$ cat src/rtl/mem_bus_arbiter_if.sv
// Bus bundle between the two cache controllers, the arbiter and main memory.
// slave  : arbiter view (takes cache requests and memory responses).
// master : environment view (caches and memory model).
interface mem_bus_arbiter_if #(
  parameter int ADDR_W = 6,
  parameter int DATA_W = 32
);
  // I-cache side
  logic              I_READ;
  logic [ADDR_W-1:0] I_ADDR;
  logic [DATA_W-1:0] I_READDATA;
  logic              I_BUSYWAIT;
  // D-cache side
  logic              D_READ;
  logic              D_WRITE;
  logic [ADDR_W-1:0] D_ADDR;
  logic [DATA_W-1:0] D_WRITEDATA;
  logic [DATA_W-1:0] D_READDATA;
  logic              D_BUSYWAIT;
  // Memory side
  logic              M_READ;
  logic              M_WRITE;
  logic [ADDR_W-1:0] M_ADDR;
  logic [DATA_W-1:0] M_WRITEDATA;
  logic [DATA_W-1:0] M_READDATA;
  logic              M_BUSYWAIT;
  // Debug
  logic [1:0]        OWNER;

  modport slave (
    input  I_READ, I_ADDR,
    output I_READDATA, I_BUSYWAIT,
    input  D_READ, D_WRITE, D_ADDR, D_WRITEDATA,
    output D_READDATA, D_BUSYWAIT,
    output M_READ, M_WRITE, M_ADDR, M_WRITEDATA,
    input  M_READDATA, M_BUSYWAIT,
    output OWNER
  );

  modport master (
    output I_READ, I_ADDR,
    input  I_READDATA, I_BUSYWAIT,
    output D_READ, D_WRITE, D_ADDR, D_WRITEDATA,
    input  D_READDATA, D_BUSYWAIT,
    input  M_READ, M_WRITE, M_ADDR, M_WRITEDATA,
    output M_READDATA, M_BUSYWAIT,
    input  OWNER
  );
endinterface

$ cat src/rtl/mem_bus_arbiter.sv
// Main-memory port arbiter for I-cache and D-cache.
// D-cache has priority; a saturating starvation counter forces an I grant after
// STARVE_LIMIT consecutive D grants taken while I_READ was pending.
// One memory transaction at a time: IDLE -> GRANT_x -> RELEASE -> IDLE.
module mem_bus_arbiter #(
  parameter int ADDR_W       = 6,
  parameter int DATA_W       = 32,
  parameter int STARVE_LIMIT = 3
) (
  input logic               CLK,
  input logic               RESET_N,
  mem_bus_arbiter_if.slave  bus
);

  typedef enum logic [1:0] {
    IDLE    = 2'b00,
    GRANT_I = 2'b01,
    GRANT_D = 2'b10,
    RELEASE = 2'b11
  } state_t;

  typedef enum logic [1:0] {
    OWN_NONE = 2'b00,
    OWN_I    = 2'b01,
    OWN_D    = 2'b10
  } owner_t;

  localparam logic [3:0] LIMIT = 4'(STARVE_LIMIT);

  state_t            state_q,   state_d;
  owner_t            owner_q,   owner_d;
  logic              m_read_q,  m_read_d;
  logic              m_write_q, m_write_d;
  logic [ADDR_W-1:0] m_addr_q,  m_addr_d;
  logic [DATA_W-1:0] m_wdata_q, m_wdata_d;
  logic [DATA_W-1:0] i_rdata_q, i_rdata_d;
  logic [DATA_W-1:0] d_rdata_q, d_rdata_d;
  logic [3:0]        starve_q,  starve_d;
  logic              first_q,   first_d;

  logic d_req;
  logic grant_i;
  logic grant_d;

  // Arbitration decision and next-state / next-output computation
  always_comb begin
    state_d   = state_q;
    owner_d   = owner_q;
    m_read_d  = m_read_q;
    m_write_d = m_write_q;
    m_addr_d  = m_addr_q;
    m_wdata_d = m_wdata_q;
    i_rdata_d = i_rdata_q;
    d_rdata_d = d_rdata_q;
    starve_d  = starve_q;
    first_d   = first_q;

    d_req   = bus.D_READ | bus.D_WRITE;
    // I wins when starved, or when D is not asking at all
    grant_i = bus.I_READ & ((starve_q == LIMIT) | ~d_req);
    grant_d = d_req & ~grant_i;

    unique case (state_q)
      IDLE: begin
        if (grant_i) begin
          state_d   = GRANT_I;
          owner_d   = OWN_I;
          m_read_d  = 1'b1;
          m_write_d = 1'b0;
          m_addr_d  = bus.I_ADDR;
          m_wdata_d = '0;
          starve_d  = '0;
          first_d   = 1'b1;
        end else if (grant_d) begin
          state_d   = GRANT_D;
          owner_d   = OWN_D;
          // simultaneous read and write-back: the write-back is performed
          m_write_d = bus.D_WRITE;
          m_read_d  = ~bus.D_WRITE;
          m_addr_d  = bus.D_ADDR;
          m_wdata_d = bus.D_WRITEDATA;
          if (bus.I_READ) begin
            starve_d = (starve_q < LIMIT) ? starve_q + 4'd1 : starve_q;
          end else begin
            starve_d = '0;
          end
          first_d   = 1'b1;
        end
      end
      GRANT_I, GRANT_D: begin
        // the edge right after the grant never completes: 2-cycle minimum
        if (first_q) begin
          first_d = 1'b0;
        end else if (!bus.M_BUSYWAIT) begin
          if (m_read_q) begin
            if (state_q == GRANT_I) i_rdata_d = bus.M_READDATA;
            else                    d_rdata_d = bus.M_READDATA;
          end
          m_read_d  = 1'b0;
          m_write_d = 1'b0;
          state_d   = RELEASE;
        end
      end
      RELEASE: begin
        state_d = IDLE;
        owner_d = OWN_NONE;
      end
      default: begin
        state_d = IDLE;
        owner_d = OWN_NONE;
      end
    endcase
  end

  // State and registered outputs; reset abandons any in-flight transaction
  always_ff @(posedge CLK or negedge RESET_N) begin
    if (!RESET_N) begin
      state_q   <= IDLE;
      owner_q   <= OWN_NONE;
      m_read_q  <= 1'b0;
      m_write_q <= 1'b0;
      m_addr_q  <= '0;
      m_wdata_q <= '0;
      i_rdata_q <= '0;
      d_rdata_q <= '0;
      starve_q  <= '0;
      first_q   <= 1'b0;
    end else begin
      state_q   <= state_d;
      owner_q   <= owner_d;
      m_read_q  <= m_read_d;
      m_write_q <= m_write_d;
      m_addr_q  <= m_addr_d;
      m_wdata_q <= m_wdata_d;
      i_rdata_q <= i_rdata_d;
      d_rdata_q <= d_rdata_d;
      starve_q  <= starve_d;
      first_q   <= first_d;
    end
  end

  assign bus.M_READ      = m_read_q;
  assign bus.M_WRITE     = m_write_q;
  assign bus.M_ADDR      = m_addr_q;
  assign bus.M_WRITEDATA = m_wdata_q;
  assign bus.I_READDATA  = i_rdata_q;
  assign bus.D_READDATA  = d_rdata_q;
  assign bus.OWNER       = owner_q;

  // Stall is the request level, lifted only in the owner's RELEASE cycle
  assign bus.I_BUSYWAIT = bus.I_READ &
                          ~((state_q == RELEASE) & (owner_q == OWN_I));
  assign bus.D_BUSYWAIT = (bus.D_READ | bus.D_WRITE) &
                          ~((state_q == RELEASE) & (owner_q == OWN_D));

endmodule

$ cat src/flat_wrapper.sv
// flat-port wrapper written by rule: the top's interface ports become plain ports
module mem_bus_arbiter_flat 
#(
  parameter int ADDR_W       = 6,
  parameter int DATA_W       = 32,
  parameter int STARVE_LIMIT = 3
)
  (CLK, RESET_N, bus_I_READ, bus_I_ADDR, bus_I_READDATA, bus_I_BUSYWAIT, bus_D_READ, bus_D_WRITE, bus_D_ADDR, bus_D_WRITEDATA, bus_D_READDATA, bus_D_BUSYWAIT, bus_M_READ, bus_M_WRITE, bus_M_ADDR, bus_M_WRITEDATA, bus_M_READDATA, bus_M_BUSYWAIT, bus_OWNER);
  mem_bus_arbiter_if #(.ADDR_W(ADDR_W), .DATA_W(DATA_W)) bus_i ();
  input logic CLK;
  input logic RESET_N;
  input wire logic [$bits(bus_i.I_READ)-1:0] bus_I_READ;
  input wire logic [$bits(bus_i.I_ADDR)-1:0] bus_I_ADDR;
  output wire logic [$bits(bus_i.I_READDATA)-1:0] bus_I_READDATA;
  output wire logic [$bits(bus_i.I_BUSYWAIT)-1:0] bus_I_BUSYWAIT;
  input wire logic [$bits(bus_i.D_READ)-1:0] bus_D_READ;
  input wire logic [$bits(bus_i.D_WRITE)-1:0] bus_D_WRITE;
  input wire logic [$bits(bus_i.D_ADDR)-1:0] bus_D_ADDR;
  input wire logic [$bits(bus_i.D_WRITEDATA)-1:0] bus_D_WRITEDATA;
  output wire logic [$bits(bus_i.D_READDATA)-1:0] bus_D_READDATA;
  output wire logic [$bits(bus_i.D_BUSYWAIT)-1:0] bus_D_BUSYWAIT;
  output wire logic [$bits(bus_i.M_READ)-1:0] bus_M_READ;
  output wire logic [$bits(bus_i.M_WRITE)-1:0] bus_M_WRITE;
  output wire logic [$bits(bus_i.M_ADDR)-1:0] bus_M_ADDR;
  output wire logic [$bits(bus_i.M_WRITEDATA)-1:0] bus_M_WRITEDATA;
  input wire logic [$bits(bus_i.M_READDATA)-1:0] bus_M_READDATA;
  input wire logic [$bits(bus_i.M_BUSYWAIT)-1:0] bus_M_BUSYWAIT;
  output wire logic [$bits(bus_i.OWNER)-1:0] bus_OWNER;
  assign bus_i.I_READ = bus_I_READ;
  assign bus_i.I_ADDR = bus_I_ADDR;
  assign bus_I_READDATA = bus_i.I_READDATA;
  assign bus_I_BUSYWAIT = bus_i.I_BUSYWAIT;
  assign bus_i.D_READ = bus_D_READ;
  assign bus_i.D_WRITE = bus_D_WRITE;
  assign bus_i.D_ADDR = bus_D_ADDR;
  assign bus_i.D_WRITEDATA = bus_D_WRITEDATA;
  assign bus_D_READDATA = bus_i.D_READDATA;
  assign bus_D_BUSYWAIT = bus_i.D_BUSYWAIT;
  assign bus_M_READ = bus_i.M_READ;
  assign bus_M_WRITE = bus_i.M_WRITE;
  assign bus_M_ADDR = bus_i.M_ADDR;
  assign bus_M_WRITEDATA = bus_i.M_WRITEDATA;
  assign bus_i.M_READDATA = bus_M_READDATA;
  assign bus_i.M_BUSYWAIT = bus_M_BUSYWAIT;
  assign bus_OWNER = bus_i.OWNER;
  mem_bus_arbiter #(.ADDR_W(ADDR_W), .DATA_W(DATA_W), .STARVE_LIMIT(STARVE_LIMIT)) u_core (.CLK(CLK), .RESET_N(RESET_N), .bus(bus_i));
endmodule
$ cat config.mk
export PLATFORM = sky130hd
export DESIGN_NAME = mem_bus_arbiter_flat
export DESIGN_NICKNAME = d
export VERILOG_FILES = /design/src/rtl/mem_bus_arbiter_if.sv /design/src/rtl/mem_bus_arbiter.sv /design/src/flat_wrapper.sv
export SDC_FILE = /design/constraint.sdc
export NUM_CORES = 1
export LEC_CHECK = 0
export ABC_CLOCK_PERIOD_IN_PS = 2900
export BUFFER_PORTS_ARGS = -buffer_cell sky130_fd_sc_hd__buf_2
export CORE_MARGIN = 2
export CORE_UTILIZATION = 30
export CTS_CLUSTER_SIZE = 40
export DETAILED_ROUTE_END_ITERATION = 10
export REMOVE_ABC_BUFFERS = 1
export SLEW_MARGIN = 20
export SYNTH_ARGS = -nofsm -noshare
export SYNTH_HDL_FRONTEND = slang
export SYNTH_SLANG_ARGS = --single-unit
$ cat constraint.sdc
create_clock -name CLK -period 2.9 [get_ports CLK]
set_clock_uncertainty 0.15 [all_clocks]
set_input_delay 0.58 -clock CLK [delete_from_list [all_inputs] [get_ports CLK]]
set_output_delay 0.58 -clock CLK [all_outputs]
set_load 0.03 [all_outputs]
# After elaboration in Yosys (flattened, before gate mapping)
# Index checks and enable logic that the tools add are counted.
[totals]
wordCells = 76
out_inout_bits = 108
inputBits = 82
regBits = 113
[op_classes]
n_bitwise = 16
n_eq_ne = 10
n_mux = 25
addsub = 1
n_lt_le_gt_ge = 1
n_reduce_logical = 13
[ops]
columns = ["cell", "count"]
rows = [
  ["$mux 32", 2],
  ["$mux 4", 4],
  ["$mux 6", 2],
  ["$reduce_and 5->1", 2],
  ["$mux 1", 8],
  ["$mux 2", 4],
  ["$not 1->1", 8],
  ["$and 1x1->1", 6],
  ["$eq 2x2->1 const B", 3],
  ["$ne 3x1->1 const B", 2],
  ["$pmux 1 s2", 3],
  ["$pmux 2 s3", 1],
  ["$reduce_and 2->1", 3],
  ["$reduce_and 3->1", 2],
  ["$reduce_bool 2->1", 3],
  ["$add 4x1->4 const B", 1],
  ["$eq 2x1->1 const B", 2],
  ["$eq 4x2->1 const B", 1],
  ["$lt 4x2->1 const B", 1],
  ["$ne 2x2->1 const B", 2],
  ["$pmux 2 s2", 1],
  ["$reduce_and 4->1", 1],
  ["$logic_not 2->1", 1],
  ["$or 1x1->1", 2],
  ["$reduce_or 2->1", 1],
]

# Depth between registers and ports, before layout
# Gate-level depths: netlist of the first run.
[depth]
depth_word = 9
depth_mapped = 7
mapped_depth_nobuf = 6

# Worst setup path after synthesis of the first run
# OpenSTA, ideal clock, no wires.
[synth_path]
kind = "register to output"
start = "register u_core.state_q[0]"
end = "output port bus_D_BUSYWAIT"
t_required_ns = 2.170
arrival_time_ns = 1.194
stages_incl_launch_ff = 3
path_buffers = 0
setup_slack_ns = 0.976
cell_sequence = "dfrtp_1 ha_1 a31oi_1"
[synth_via]
elab_chain_cells = 4
[synth_lines]
columns = ["item", "line_no", "rtl"]
rows = [
  ["start, declared", "mem_bus_arbiter.sv:30", "state_t state_q, state_d;"],
  ["start signal, assigned", "mem_bus_arbiter.sv:129", "state_q <= state_d;"],
  ["$eq 2x2->1", "mem_bus_arbiter.sv:154", "~((state_q == RELEASE) & (owner_q == OWN_D));"],
  ["$and 1x1->1", "mem_bus_arbiter.sv:154", ""],
  ["$not 1->1", "mem_bus_arbiter.sv:154", ""],
  ["$and 1x1->1", "mem_bus_arbiter.sv:153", "assign bus.D_BUSYWAIT = (bus.D_READ | bus.D_WRITE) &"],
  ["end, declared", "flat_wrapper.sv:21", "output wire logic [$bits(bus_i.D_BUSYWAIT)-1:0] bus_D_BUSYWAIT;"],
]
# Every way passes these cells.

# Final worst setup path of the first run
# Same ends and word-level chain as after synthesis.

==> results of run 1 <==
## where the power goes
group	leakage, nW	switching, W	internal [W]	total, W
clock network	0.296	0.000691	0.00148	0.00217
logic	1.48	0.00250	0.00136	0.00386
registers	1.40	0.000395	0.00235	0.00274
total	3.17	0.00359	0.00518	0.00877
## area by class of cell
| type | instances | area, µm² |
|---|---|---|
| sequential | 113 | 2828 |
| timing repair buffer | 197 | 1023 |
| inverter | 5 | 18.77 |
| clock inverter | 10 | 157.7 |
| fill | 1395 | 8369 |
| multi-input combinational | 174 | 1553 |
| tap | 184 | 230.2 |
| clock buffer | 22 | 464.2 |
## cell usage after synthesis, types with 2 or more instances
| cell type | count | area (µm²) |
|---|---|---|
| mux2_1 | 10 | 112.6 |
| buf_8 | 3 | 45.04 |
| a21boi_0 | 2 | 15.01 |
| a31oi_1 | 2 | 12.51 |
| buf_4 | 3 | 22.52 |
| a22o_1 | 34 | 297.8 |
| a21oi_2 | 12 | 105.1 |
| o22ai_1 | 3 | 18.77 |
| dfrtp_1 | 113 | 2828 |
| nor2b_1 | 2 | 12.51 |
| nor2_1 | 12 | 45.04 |
| buf_6 | 3 | 33.78 |
| a21oi_1 | 3 | 15.01 |
| mux2_2 | 54 | 608.1 |
| o21ai_0 | 5 | 25.02 |
| inv_1 | 5 | 18.77 |
| buf_2 | 5 | 25.02 |
| nand2_1 | 13 | 48.80 |
| ha_1 | 6 | 75.07 |
## per-layer routing
metal	global-route usage [%]	wire [µm]	share of wire, %
met2	21.22	4895	48
met3	4.481	694	6.7
met5	0	0	0
met4	5.559	180	1.7
met1	16.36	4526	44
## cells by family (layout without fill, tap and decap cells)
| kind of cell | Yosys count | after routing |
|---|---|---|
| compound gates | 67 | 67 |
| fa+ha+maj | 6 | 6 |
| simple gates | 37 | 37 |
| flops | 113 | 113 |
| buf+inv | 21 | 234 |
| mux | 64 | 64 |
## registers in the layout, indices dropped and copies added (netlist names)
name,flops
u_core.bus.D_READDATA,32
u_core.bus.I_READDATA,32
u_core.bus.M_ADDR,6
u_core.bus.M_READ,1
u_core.bus.M_WRITE,1
u_core.bus.M_WRITEDATA,32
u_core.bus.OWNER,2
u_core.first_q,1
u_core.starve_q,4
u_core.state_q,2
## how the worst max path moves through the flow
stage | slack, ns | start | to
finish | 0.65 | u_core.state_q[0] | bus_D_BUSYWAIT
global route | 0.54 | u_core.state_q[0] | bus_I_BUSYWAIT
CTS | 0.61 | u_core.state_q[0] | bus_D_BUSYWAIT
detailed placement | 0.79 | bus_M_BUSYWAIT | u_core.bus.I_READDATA[16]
global placement | 0.81 | bus_M_BUSYWAIT | u_core.bus.I_READDATA[1]
floorplan | 0.31 | u_core.state_q[0] | u_core.bus.D_READDATA[0]
## through the flow
step	std cells	hold WS, ns	setup slack [ns]	utilization (%)
2_1_floorplan	292	0.1344	0.3095	-
3_3_place_gp	672	0.3123	0.8066	38.53
3_5_place_dp	672	0.3263	0.7895	38.53
4_1_cts	705	0.2132	0.6148	42.85
5_1_grt	705	0.2186	0.5437	42.85
6_report	705	0.2399	0.6513	42.85
## placed cells by master, fill, tap and decap left out, types with 2 or more instances in the layout
| master | n |
|---|---|
| ha_1 | 6 |
| o22ai_1 | 3 |
| a22o_1 | 34 |
| nand2_1 | 13 |
| mux2_2 | 54 |
| a21boi_0 | 2 |
| clkbuf_1 | 3 |
| buf_2 | 188 |
| a21oi_1 | 3 |
| a31oi_1 | 2 |
| inv_1 | 5 |
| bufinv_16 | 4 |
| a21oi_2 | 12 |
| buf_4 | 7 |
| clkinv_2 | 3 |
| o21ai_0 | 5 |
| clkinvlp_4 | 3 |
| nor2b_1 | 2 |
| clkbuf_8 | 2 |
| mux2_1 | 10 |
| clkbuf_16 | 17 |
| nor2_1 | 12 |
| dfrtp_1 | 113 |
==> out/metrics.csv, run 1 <==
metric,value,unit
ir_worst_vdd,0.0005943,V
grt_pass1_wl,16.95,mm
synthFlopType,dfrtp_1,
cts_sinks,113,
rsz0062_at_grt,no,
critPathKind,flip-flop to output pin,
min_path_type,primary input to flip-flop,
reg2reg_to,u_core.bus.D_READDATA[3],
cp.arrival,1.52,ns
worst_slew_pin_slew,0.8139,ns
dp_hpwl,7.250,mm
fmax,444.7,MHz
design_area,0.006275,mm²
syn_area_per_cell,14.75,µm²
critical_path.top_delay_family,flip-flops,
cts-htree-levels,4,
post_drt_via_cell_ratio,4.658,
n_antenna_cell,0,
firstDrtPassIters,4,
num_rows,44,
min_period,2.249,ns
min_period_over_period,77.54,%
yosys_register_bits,113,
netlist_area,0.004542,mm²
finalWirelength,10.30,mm
clockBufferDepth,2,
cp-start-kind,flip-flop,
hold_viol,0,
synthArstFlopShare,100.0,%
vias,3284,
grt_overflow,0,
cts_tree,built,
status,"finished, final reports clean",
clockRootBuffer,clkbuf_16,
cp-end-kind,output pin,
fin_nets,596,
synth-xor-area-share,0,%
postCtsSetupRepairBufs,0,
cp_num_buf_inv,1,
rr_startpoint,u_core.state_q[0],
gp_congestion,0.6851,
core,0.01464,mm²
fp.dieW,127.0,µm
numCtsBuffers,17,
synth_warnings,0,
synth-simple-area-share,4.463,%
layout-drive-gt1-share,57.01,%
cts_resized,0,
drc,0,
finalSetupViolCount,0,
antenna_left,0,
clkLatencyLatePin,0.40,ns
synthAdderAreaFrac,1.653,%
min_path_cells,2,
clk_pin_slew,0.05,ns
path_max_fanout,7,
drt_iter0_markers,129,
critical_path_depth,3,
min-delay-start,bus_D_WRITEDATA[12],
grt_pass1_vias,3432,
grt_max_degree,57,
track_usage,13.21,%
synth-seq-area-share,62.26,%
routedWlPerCell,14.60,µm
r2r_cells,5,
slew_viol_final,0,
initial_core_util,31.02,%
r2r_slack,0.82,ns
yosysUniqueCellTypes,37,
path_cells,ha_1 > a31oi_1 > buf_2,
antenna_found_initial,0,
slew_headroom,45.38,%
fin_tns_setup,0,ns
crit_required,2.17,ns
cpPeakStageDelay,0.42,ns
p_per_area,1398,mW/mm²
hold_path_end,u_core.bus.M_WRITEDATA[12],
area_growth,38.15,%
dieHeight,127.0,µm
place_area,0.005643,mm²
synth_edf_count,0,
slowest_stage,dfrtp_1,
synth_top_family_by_area,multiplexers,
muxShareOfSynthArea,15.87,%
portBuffers,189,
maxCapViolCount,0,
cts_hold_buf,1,
io_pins,190,
synthCells,308,
die_area,0.01614,mm²
p_total,0.008769,W
cellLeakagePower,3.174,nW
synth-compound-area-share,12.20,%
Power figures use the tool's default switching activity.
==> run 2, diff against run 1 <==
ABC_CLOCK_PERIOD_IN_PS = 1900   (was 2900)
clock period = 1.9 ns   (was 2.9 ns; I/O delays follow)
==> run 2 against run 1 <==
  * The flow now finishes with violations (negative setup slack)
  * Final cell count up 1.6%
  * Worst setup slack lost 0.69 ns
  * Core utilization is 1.8 points higher
  * Sequential cell count unchanged
  * Largest cell class unchanged
==> out/metrics.csv, run 2 (synthesized netlist as in run 1, its figures left out) <==
metric,value,unit
antenna_left,0,
design_area,0.006543,mm²
area_growth,44.05,%
drt_iter0_markers,141,
path_max_fanout,4,
drc,0,
gp_congestion,0.7996,
min_path_type,primary input to flip-flop,
path_cells,buf_6 > ha_4 > a31oi_4 > buf_6,
dp.cells,681,
routedWlPerCell,15.11,µm
status,finished with violations,
vias,3316,
p_per_area,2131,mW/mm²
min_period_over_period,102.1,%
layout_setup_ws,-0.04082,ns
num_rows,44,
critical_path.top_delay_family,flip-flops,
slew_viol_final,0,
slew_headroom,65.94,%
numCtsBuffers,17,
critPathKind,flip-flop to output pin,
rsz0062_at_grt,yes,
n_antenna_cell,0,
cp-end-kind,output pin,
finalWirelength,10.82,mm
cts-htree-levels,4,
hold_viol,0,
cpPeakStageDelay,0.38,ns
clockRootBuffer,clkbuf_16,
layout-drive-gt1-share,59.59,%
cts_sinks,113,
grt_overflow,0,
worst_slew_pin_slew,0.5055,ns
r2r_slack,0.06,ns
grt_pass1_wl,16.90,mm
final_util,44.68,%
clockBufferDepth,2,
final_cells,716,
clkLatencyLatePin,0.41,ns
finalSetupViolCount,2,
dp_hpwl,7.654,mm
cp-start-kind,flip-flop,
grt_pass1_vias,3364,
fin_tns_setup,-0.06871,ns
grt_max_degree,40,
cellLeakagePower,3.272,nW
p_total,0.01394,W
clk_pin_slew,0.06,ns
core,0.01464,mm²
track_usage,13.49,%
worst_path_most_repeated_cell,buf_6,
nFillCells,1340,
maxCapViolCount,0,
post_drt_via_cell_ratio,4.631,
die_area,0.01614,mm²
initial_core_util,31.02,%
min_period,1.941,ns
crit_required,1.37,ns
layout_common_cells,"buf_2 (186), dfrtp_1 (113), mux2_2 (54)",
place_area,0.005786,mm²
cp.arrival,1.41,ns
cp_num_buf_inv,2,
final_common_cell,buf_2,
portBuffers,189,
firstDrtPassIters,4,
cts_tree,built,
slowest_stage,dfrtp_1,
io_pins,190,
dieHeight,127.0,µm
antenna_found_initial,0,
violations,negative setup slack,
fp.dieW,127.0,µm
fmax,515.2,MHz
fin_nets,607,
ir_worst_vdd,0.0008651,V
-- run 2: cell types whose count changed in the layout (fill, tap and decap cells not counted), moves of 3 or more --
cell	before	now
buf_12	1	7
buf_4	7	11
buf_6	0	3
clkinv_2	3	0
-- run 2: path summary, 6_finish.rpt --
| check | from | depth (start not counted) | to |
|---|---|---|---|
| min in group asynchronous | RESET_N | 2 | u_core.bus.D_READDATA[1] |
| min | bus_D_WRITEDATA[21] | 2 | u_core.bus.M_WRITEDATA[21] |
| max reg2reg | u_core.state_q[0] | 6 | u_core.bus.D_READDATA[19] |
| max in group asynchronous | RESET_N | 3 | u_core.bus.I_READDATA[12] |
| min reg2reg | u_core.bus.I_READDATA[7] | 1 | u_core.bus.I_READDATA[7] |
| max | u_core.state_q[0] | 4 | bus_I_BUSYWAIT |
-- run 2: area by class of cell --
type | count | area, µm² | area share [%]
sequential | 113 | 2828 | 43.22
multi-input combinational | 174 | 1615 | 24.69
timing repair buffer | 208 | 1197 | 18.30
clock buffer | 20 | 446.7 | 6.827
tap | 184 | 230.2 | 3.519
clock inverter | 12 | 206.4 | 3.155
inverter | 5 | 18.77 | 0.2869
-- run 2: report_power, final --
group	internal, W	leakage [nW]	switching (W)	total, W
logic	0.00234	1.57	0.00389	0.00623
registers	0.00358	1.40	0.000626	0.00421
clock network	0.00237	0.303	0.00114	0.00351
total	0.00829	3.27	0.00566	0.0139
-- run 2: metal layers --
layer	up-vias	track usage, %	part of all wire (%)
met2	131	21.82	48
li1	1542	-	-
met4	0	4.783	1.2
met5	-	0	0
met3	14	5.486	7.0
met1	1629	16.36	44
-- run 2: repair_timing --
item	CTS	global route
resized for setup	9	7
buffers inserted	1	1
pin swaps	1	2
endpoints found under the setup margin	3	70
hold buffers	1	0
hold endpoints to repair	28	0
-- run 2: through the flow --
| stage | hold WS (ns) | setup WS [ns] |
|---|---|---|
| CTS | 0.005168 | -0.08989 |
| floorplan | -0.06559 | -0.6905 |
| finish | 0.02806 | -0.04082 |
| global placement | 0.1264 | 0.06565 |
| global route | 0.01076 | -0.1051 |
| detailed placement | 0.1297 | 0.005451 |
==> run 3, diff against run 2 <==
ABC_AREA = 1   (was not set)
==> run 3 against run 2 <==
  * The flow still finishes with violations (negative setup slack)
  * Global-route usage grew 0.97 points
  * Total power decreased by 3.4%
  * Register-to-register slack lost 0.09 ns
  * Die area up 0.88%
  * Sequential share of layout area fell by 1.2 points
  * Hold slack better by 0.022 ns
  * Area after synthesis is 0.91% higher
  * Critical path type is now flip-flop to flip-flop
  * Largest power group unchanged
==> out/metrics.csv, run 3 <==
metric,value,unit
met1_length,5.771,mm
critical_path.top_delay_family,buffers and inverters,
drc,0,
die_area,0.01628,mm²
cp_num_buf_inv,5,
rsz0062_at_grt,yes,
path_cells,buf_4 > buf_6 > inv_2 > ha_4 > inv_2 > nor2_4 > nand3_4 > clkbuf_16 > nand2_1 > o21ai_0,
hold_viol,0,
fmax,518.8,MHz
grt_overflow,0,
cp-end-kind,flip-flop,
clk_pin_slew,0.06,ns
crit_required,2.04,ns
numCtsBuffers,17,
area_growth,46.90,%
clkLatencyLatePin,0.41,ns
cellLeakagePower,3.821,nW
cp.arrival,2.06,ns
finalSetupViolCount,25,
initial_core_util,30.37,%
met2WireLength,5.758,mm
fin_nets,807,
grt_pass1_wl,18.27,mm
yosys.area.top_type_share,61.70,%
layout_setup_ws,-0.02735,ns
grt_max_degree,65,
path_max_fanout,8,
final_common_cell,buf_2,
worst_slew_pin_slew,0.4101,ns
min_path_type,primary input to flip-flop,
synth-seq-area-share,61.70,%
cpPeakStageDelay,0.39,ns
yosysUniqueCellTypes,20,
p_total,0.01346,W
ir_worst_vdd,0.0009630,V
min_period,1.927,ns
n_antenna_cell,0,
layout-drive-gt1-share,36.80,%
nFillCells,1473,
status,finished with violations,
grt_pass1_vias,3725,
routedWlPerCell,13.73,µm
antenna_found_initial,0,
critPathKind,flip-flop to flip-flop,
firstDrtPassIters,4,
cts_sinks,113,
slew_viol_final,0,
p_per_area,2000,mW/mm²
post_drt_via_cell_ratio,4.382,
dp_hpwl,7.934,mm
drt_iter0_markers,152,
num_rows,45,
clockBufferDepth,2,
synthArstFlopShare,100.0,%
cts_tree,built,
synth_warnings,0,
worst_path_most_repeated_cell,inv_2,
synth_edf_count,0,
portBuffers,189,
synthFlopType,dfrtp_1,
design_area,0.006733,mm²
slew_headroom,72.66,%
wl_met3,953,µm
vias,4027,
clockRootBuffer,clkbuf_16,
synth_area_leaders,"dfrtp_1 (62%), nand2_1 (14%), o21ai_0 (7.2%)",
core,0.01509,mm²
synth.most_common_cell,nand2_1,
slowest_stage,dfrtp_1,
yosys_register_bits,113,
place_ws,0.1537,ns
maxCapViolCount,0,
place_area,0.005836,mm²
antenna_left,0,
track_usage,14.46,%
whs,0.04974,ns
gp_congestion,0.8475,
highest_layer,met4,
synth_top_area_cell,dfrtp_1,
min_period_over_period,101.4,%
layout_common_cells,"buf_2 (186), nand2_1 (168), dfrtp_1 (113)",
cp-start-kind,flip-flop,
netlist_area,0.004583,mm²
violations,negative setup slack,
cts-htree-levels,4,
io_pins,190,
dieHeight,127.6,µm
synthCells,510,
ys_top_cells_by_count,"nand2_1 (175), dfrtp_1 (113), o21ai_0 (66)",
finalWirelength,12.62,mm
syn_area_per_cell,8.987,µm²
fp.dieW,127.6,µm
-- run 3: changes by cell type in the layout (fill, tap and decap cells not counted), sizes merged, moves of 4 or more --
cell      previous run  this run
nand2               13       177
mux2                64         0
o21ai                6        68
inv                  6        57
nand3                0        50
a22o                34         0
a21oi               15         0
buf                207       211
clkinv               2         6
clkinvlp             4         0
nor2                14        10
-- run 3: final cells by class --
cell class	count	area, µm²	area share (%)
flip-flops and latches	113	2828	42.00
inverters	57	214.0	3.178
repair buffers	215	1318	19.57
multi-input cells	315	1488	22.10
clock inverters	11	183.9	2.732
well taps	188	235.2	3.494
clock buffers	20	466.7	6.932
-- run 3: worst reg2reg max path, delay by kind of cell (launching register included) --
| kind | cells | cell delay, ns |
|---|---|---|
| buf+inv | 5 | 0.57 |
| flops | 1 | 0.39 |
| simple gates | 3 | 0.35 |
| fa+ha+maj | 1 | 0.27 |
| compound gates | 1 | 0.07 |
-- run 3: cells by family (layout without fill, tap and decap cells) --
group,Yosys count,count (layout),share of synthesized area (%)
buffers and inverters,82,303,7.371
DFF,113,113,61.70
adders and majority gates,6,6,1.638
AOI/OAI and AO/OA,71,71,7.972
and+or+nand+nor,238,238,21.32
-- run 3: path summary, 6_finish.rpt --
| check | startpoint | to | slack [ns] | cells after the start |
|---|---|---|---|---|
| worst max-delay path | u_core.state_q[0] | u_core.bus.D_READDATA[5] | -0.03 | 10 |
| min in group asynchronous | RESET_N | u_core.bus.I_READDATA[15] | 0.31 | 2 |
| worst min register to register | u_core.bus.M_WRITEDATA[1] | u_core.bus.M_WRITEDATA[1] | 0.32 | 2 |
| max in group asynchronous | RESET_N | u_core.bus.D_READDATA[31] | 0.76 | 3 |
| worst min-delay path | bus_D_WRITEDATA[27] | u_core.bus.M_WRITEDATA[27] | 0.05 | 3 |
| worst max register to register | u_core.state_q[0] | u_core.bus.D_READDATA[5] | -0.03 | 10 |
-- run 3: layer usage --
metal	vias up	GRT usage, %
met5	-	0
met4	0	5.171
met3	11	6.114
met2	139	22.55
met1	1853	18.03
li1	2024	-
-- run 3: power by group --
| group | switching, W | total [W] | internal (W) |
|---|---|---|---|
| logic | 0.00404 | 0.00590 | 0.00186 |
| clock network | 0.00107 | 0.00349 | 0.00241 |
| registers | 0.000588 | 0.00407 | 0.00349 |
-- run 3: what timing repair did --
item / 4_1_cts / 5_1_grt
resized for setup: 5 / 40
pin swaps: 2 / 4
setup buffers: 3 / 2
cloned: 0 / 6
endpoints found under the hold margin: 24 / 0
hold buffers: 1 / 0
setup endpoints to repair: 2 / 73
-- run 3: through the flow --
step           util, %   TNS, ns  instances
2_1_floorplan        -    -26.10        485
3_3_place_gp     38.67         0        876
3_5_place_dp     38.67         0        876
4_1_cts          43.28  -0.06320        911
5_1_grt          44.62    -3.208        919
6_report         44.62   -0.2386        919
